## src/rtl/mul_pkg.sv

```systemverilog
// Shared definitions for the sequential shift-add multiplier:
// FSM state encodings and the default operand width.
package mul_pkg;

  localparam int DEFAULT_WIDTH = 5;

  typedef enum logic [1:0] {
    ST_IDLE = 2'd0,
    ST_RUN  = 2'd1,
    ST_DONE = 2'd2
  } state_t;

endpackage

```

## src/rtl/mul_seq_step.sv

```systemverilog
// One add-and-shift slice of the multiplier datapath: conditionally adds
// the multiplicand into the accumulator and shifts the multiplicand left.
module mul_seq_step #(
  parameter int PW = 10
) (
  input  logic [PW-1:0] acc,
  input  logic [PW-1:0] mcand,
  input  logic          mplier_lsb,
  output logic [PW-1:0] acc_next,
  output logic [PW-1:0] mcand_next
);

  // Add when the current multiplier bit is set; multiplicand moves up one weight.
  always_comb begin
    acc_next   = mplier_lsb ? (acc + mcand) : acc;
    mcand_next = mcand << 1;
  end

endmodule

```

## src/rtl/mul_seq.sv

```systemverilog
// Sequential shift-add multiplier, WIDTH x WIDTH -> 2*WIDTH, one product
// per WIDTH+1 cycles.
// Optional feature: define MUL_SEQ_SIGNED_EN for two's-complement operands
// (sign-magnitude internally, result negated on the last RUN edge).
//
// Handshake: start is sampled only in IDLE or DONE; an accepted start
// captures a/b on that edge. busy is high exactly in RUN, done is a
// one-cycle pulse in DONE during which p is valid. p holds until the next
// result is written. start during RUN is ignored, not queued.
module mul_seq
  import mul_pkg::*;
#(
  parameter int WIDTH = DEFAULT_WIDTH
) (
  input  logic               clk,
  input  logic               rst_n,
  input  logic               start,
  input  logic [WIDTH-1:0]   a,
  input  logic [WIDTH-1:0]   b,
  output logic               busy,
  output logic               done,
  output logic [2*WIDTH-1:0] p
);

  localparam int PW = 2 * WIDTH;
  localparam int CW = (WIDTH > 2) ? $clog2(WIDTH) : 1;

  state_t          state_q;
  state_t          state_d;
  logic [PW-1:0]   acc;
  logic [PW-1:0]   mcand;
  logic [WIDTH-1:0] mplier;
  logic [CW-1:0]   count;
  logic [PW-1:0]   acc_next;
  logic [PW-1:0]   mcand_next;
  logic [WIDTH-1:0] a_mag;
  logic [WIDTH-1:0] b_mag;
  logic [PW-1:0]   result;
  logic            accept;
  logic            last_run;

  assign accept   = start && ((state_q == ST_IDLE) || (state_q == ST_DONE));
  assign last_run = (state_q == ST_RUN) && (count == CW'(WIDTH - 1));
  assign busy     = (state_q == ST_RUN);
  assign done     = (state_q == ST_DONE);

`ifdef MUL_SEQ_SIGNED_EN
  logic sign;

  // Operand magnitudes; the most-negative value maps to 2^(WIDTH-1) unsigned.
  always_comb begin
    a_mag  = a[WIDTH-1] ? (~a + WIDTH'(1)) : a;
    b_mag  = b[WIDTH-1] ? (~b + WIDTH'(1)) : b;
    result = sign ? (~acc_next + PW'(1)) : acc_next;
  end

  // Sign flag captured alongside the operands.
  always_ff @(posedge clk or negedge rst_n) begin
    if (!rst_n) begin
      sign <= 1'b0;
    end else if (accept) begin
      sign <= a[WIDTH-1] ^ b[WIDTH-1];
    end
  end
`else
  // Unsigned build: operands and result pass through unchanged.
  always_comb begin
    a_mag  = a;
    b_mag  = b;
    result = acc_next;
  end
`endif

  mul_seq_step #(.PW(PW)) u_step (
    .acc        (acc),
    .mcand      (mcand),
    .mplier_lsb (mplier[0]),
    .acc_next   (acc_next),
    .mcand_next (mcand_next)
  );

  // FSM state register.
  always_ff @(posedge clk or negedge rst_n) begin
    if (!rst_n) begin
      state_q <= ST_IDLE;
    end else begin
      state_q <= state_d;
    end
  end

  // Next-state logic; DONE accepts a new start directly for back-to-back use.
  always_comb begin
    state_d = state_q;
    case (state_q)
      ST_IDLE: if (start) state_d = ST_RUN;
      ST_RUN:  if (count == CW'(WIDTH - 1)) state_d = ST_DONE;
      ST_DONE: state_d = start ? ST_RUN : ST_IDLE;
      default: state_d = ST_IDLE;
    endcase
  end

  // Datapath registers: load on accept, step every RUN cycle, publish on the last.
  always_ff @(posedge clk or negedge rst_n) begin
    if (!rst_n) begin
      acc    <= '0;
      mcand  <= '0;
      mplier <= '0;
      count  <= '0;
      p      <= '0;
    end else if (accept) begin
      acc    <= '0;
      mcand  <= {{WIDTH{1'b0}}, a_mag};
      mplier <= b_mag;
      count  <= '0;
    end else if (state_q == ST_RUN) begin
      acc    <= acc_next;
      mcand  <= mcand_next;
      mplier <= mplier >> 1;
      count  <= count + CW'(1);
      if (last_run) begin
        p <= result;
      end
    end
  end

endmodule
```

## config.mk

```make
export PLATFORM = sky130hd
export DESIGN_NAME = mul_seq
export DESIGN_NICKNAME = d
export VERILOG_FILES = /design/src/rtl/mul_pkg.sv /design/src/rtl/mul_seq_step.sv /design/src/rtl/mul_seq.sv
export SDC_FILE = /design/constraint.sdc
export NUM_CORES = 1
export LEC_CHECK = 0
export CAP_MARGIN = 10
export CORE_AREA = 3 3 66 68
export DETAILED_ROUTE_END_ITERATION = 10
export DIE_AREA = 0 0 69 71
export PLACE_DENSITY_LB_ADDON = 0.08
export SLEW_MARGIN = 20
export SYNTH_ARGS = -nofsm -noshare
export SYNTH_HDL_FRONTEND = slang
export SYNTH_SLANG_ARGS = --single-unit
```

## constraint.sdc

```tcl
create_clock -name clk -period 5.8 [get_ports clk]
set_clock_uncertainty 0.1 [all_clocks]
set_input_delay 1.16 -clock clk [delete_from_list [all_inputs] [get_ports clk]]
set_output_delay 1.16 -clock clk [all_outputs]
set_load 0.02 [all_outputs]
```

==> impl_metrics.toml <==
[outcome]
status = "completed"

[timing]
period_share_pct = 53.3
setup-violations-final = 0
maxSlewHeadroom_pct = 41.8
fin_tns_setup_ns = 0
fin_crit_ns = 3.09
rsz0062_at_grt = "no"
drv_slew = 0
finalWorstSetupSlack_ns = 2.71
worstMarginPinSlew_ns = 0.873
final-hold-violation-count = 0
clock.fmax_mhz = 323

[layout]
layout_commonest_cell = "dfrtp_1"
drive_gt1_share_pct = 7.30
n_antenna_cell = 0
final_cell_mix = "dfrtp_1 (40), nand2_1 (38), clkdlybuf4s50_1 (23)"
area_delta_synth_final_pct = 17.7
nets = 257

[placed_design]
dpl.hpwl_um = 2890
dp_slack_ns = 2.59
io_buffer_count = 24
gp_congestion = 0.760

[worst_setup_path]
path_cells = "and2b_1 > buf_4 > clkdlybuf4s50_1"
crit_slowest_cell = "clkdlybuf4s50_1"
crit_path_start_kind = "flop"
critPathTopFamily = "buffers and inverters"
crit_type = "flop to output port"
endpoint_kind = "output port"
crit_buf_inv = 2
cp_data_required_time_ns = 4.54
path_max_fanout = 29
cp.arrival_ns = 1.83
max_stage_delay_ns = 0.67

[cts]
postCtsSetupBuffers = 0
hold_buffers = 0
cts_resized = 0
root_buffer = "clkbuf_8"
clock_latency_ns = 0.30
clkTransAtPathRegs_ns = 0.08
cts_buffer_depth = 2
cts_tree = "done"
numCtsBuffers = 5
clock_sinks = 40
htreeDepth = 2

[floorplan]
io_pins = 25
die_height_um = 71
start_util_pct = 53.4
num_rows = 23
coreArea_mm2 = 0.00391
die_w_um = 69
die-area_mm2 = 0.00490

[pwr]
ir_drop_uv = 293
intPower_w = 0.000821
pwr-share-seq_pct = 35.9
power.density_mw_per_mm2 = 560
pwr-share-comb_pct = 47.6
clkPwrFrac_pct = 16.4
swShare_pct = 40.5
p_switching_w = 0.000558
p_leak_nw = 1.15

[synth]
synth_top_area_cell = "dfrtp_1"
synth.distinct_cells = 37
synth.avg_cell_area_um2 = 9.91
synth_nets = 236
synth_top_area_share_pct = 47.9
synth_cells = 211
synth-seq-cells = 40
synthTopCellsByArea = "dfrtp_1 (48%), nand2_1 (6.8%), ha_1 (6.6%)"
syn_area_mm2 = 0.00209
ys_warn_count = 0
ys_seq_area_share_pct = 47.9

[grt]
grt_pass1_vias = 1628
grt_max_degree = 41
grt_pass1_wl_um = 7390
track_usage_pct = 18.6
antenna_found_initial = 0
overflow = 0

[routing]
vias_per_cell = 5.56
drtIter0Drc = 67
post-route-drc-count = 0
via_count = 1573
wire_per_inst_um = 14.3
wl_um = 4040
dr.pass1.iters = 4
ant_nets = 0

[flow_run]
maxCapViolCount = 0

[worst_hold_path]
min_path_type = "flop to flop"
## worst register-to-register path, delay by kind of cell (launching register included)
family	cells	cell delay, ns
buffers and inverters	1	0.29
muxes	1	0.11
and+or+nand+nor	4	1.30
DFF	1	0.38
## cell usage after synthesis
cell	instances
a32oi_1	1
mux2i_1	9
dfrtp_1	40
o21ai_0	2
nor3b_1	4
nand2_1	38
a31o_1	3
nor2b_1	3
nor2_2	1
inv_1	5
xnor2_1	8
and3_2	1
nand3b_1	2
mux2_2	1
and2b_1	1
ha_1	11
o21ai_1	13
a21oi_1	7
xor2_1	1
inv_2	1
o22ai_1	1
o21a_1	2
o31ai_1	1
nand3_1	10
buf_4	1
clkbuf_1	7
o21bai_1	1
nor2_1	6
a21oi_2	2
buf_2	2
fa_1	1
a22o_1	8
buf_1	1
a31o_2	1
and3_1	5
nand2b_1	2
a22oi_1	8
## routing by layer
layer	GRT usage (%)	wire length [um]	vias to the layer above
li1	-	-	784
met1	23.0	1850	744
met2	31.8	1920	37
met3	4.83	208	8
met4	6.51	58	0
met5	0	0	-
## per-stage QoR
stage               std cells  power (W)  hold WS [ns]  utilization, %  instance area, um^2
floorplan                 211   0.000975         0.346               -                 2090
global placement          275    0.00113         0.361            60.0                 2350
detailed placement        275    0.00116         0.375            60.0                 2350
CTS                       283    0.00139         0.392            62.9                 2460
global route              283    0.00149         0.424            62.9                 2460
finish                    283    0.00138         0.382            62.9                 2460
## worst paths after layout
kind | start | end | slack (ns) | cells past startpoint
setup / recovery | state_q[1] | busy | 2.71 | 3
hold / removal | p[3] | p[3] | 0.38 | 2
setup reg to reg | state_q[1] | p[8] | 3.54 | 6
hold reg to reg | p[3] | p[3] | 0.38 | 2
max in group asynchronous | rst_n | mcand[9] | 4.18 | 1
min in group asynchronous | rst_n | p[7] | 0.88 | 1
## flip-flops by register name, indices dropped and copies added, names as in the netlist
| signal | count |
|---|---|
| mplier | 5 |
| p | 10 |
| state_q | 2 |
| count | 3 |
| mcand | 10 |
| acc | 10 |
## cells by family (layout without fill, tap and decap cells)
family,after synthesis,in the layout,share of synthesized area (%)
AO/OA/AOI/OAI,50,50,16.2
XOR/XNOR,9,9,3.77
adder cells (fa/ha/maj),12,12,7.54
buffers and inverters,17,39,3.35
flip-flops,40,40,47.9
multiplexers,10,10,4.85
AND/OR/NAND/NOR,73,73,16.5
## area by class of cell
| cell class | instances | area (um^2) |
|---|---|---|
| Fill cell | 322 | 1450 |
| Tap cell | 50 | 62.6 |
| Clock buffer | 5 | 68.8 |
| Sequential cell | 40 | 1000 |
| Timing Repair Buffer | 25 | 243 |
| Clock inverter | 3 | 42.5 |
| Multi-Input combinational cell | 154 | 1020 |
| Inverter | 6 | 22.5 |
## power groups by stage
stage / clock network [W] / registers (W) / logic [W]
after detailed placement: 0 / 0.000502 / 0.000658
after global placement: 0 / 0.000495 / 0.000632
after CTS: 0.000231 / 0.000497 / 0.000662
after global routing: 0.000245 / 0.000514 / 0.000734
after floorplan: 0 / 0.000496 / 0.000479
final: 0.000227 / 0.000495 / 0.000657
(Power assumes the default switching activity.)
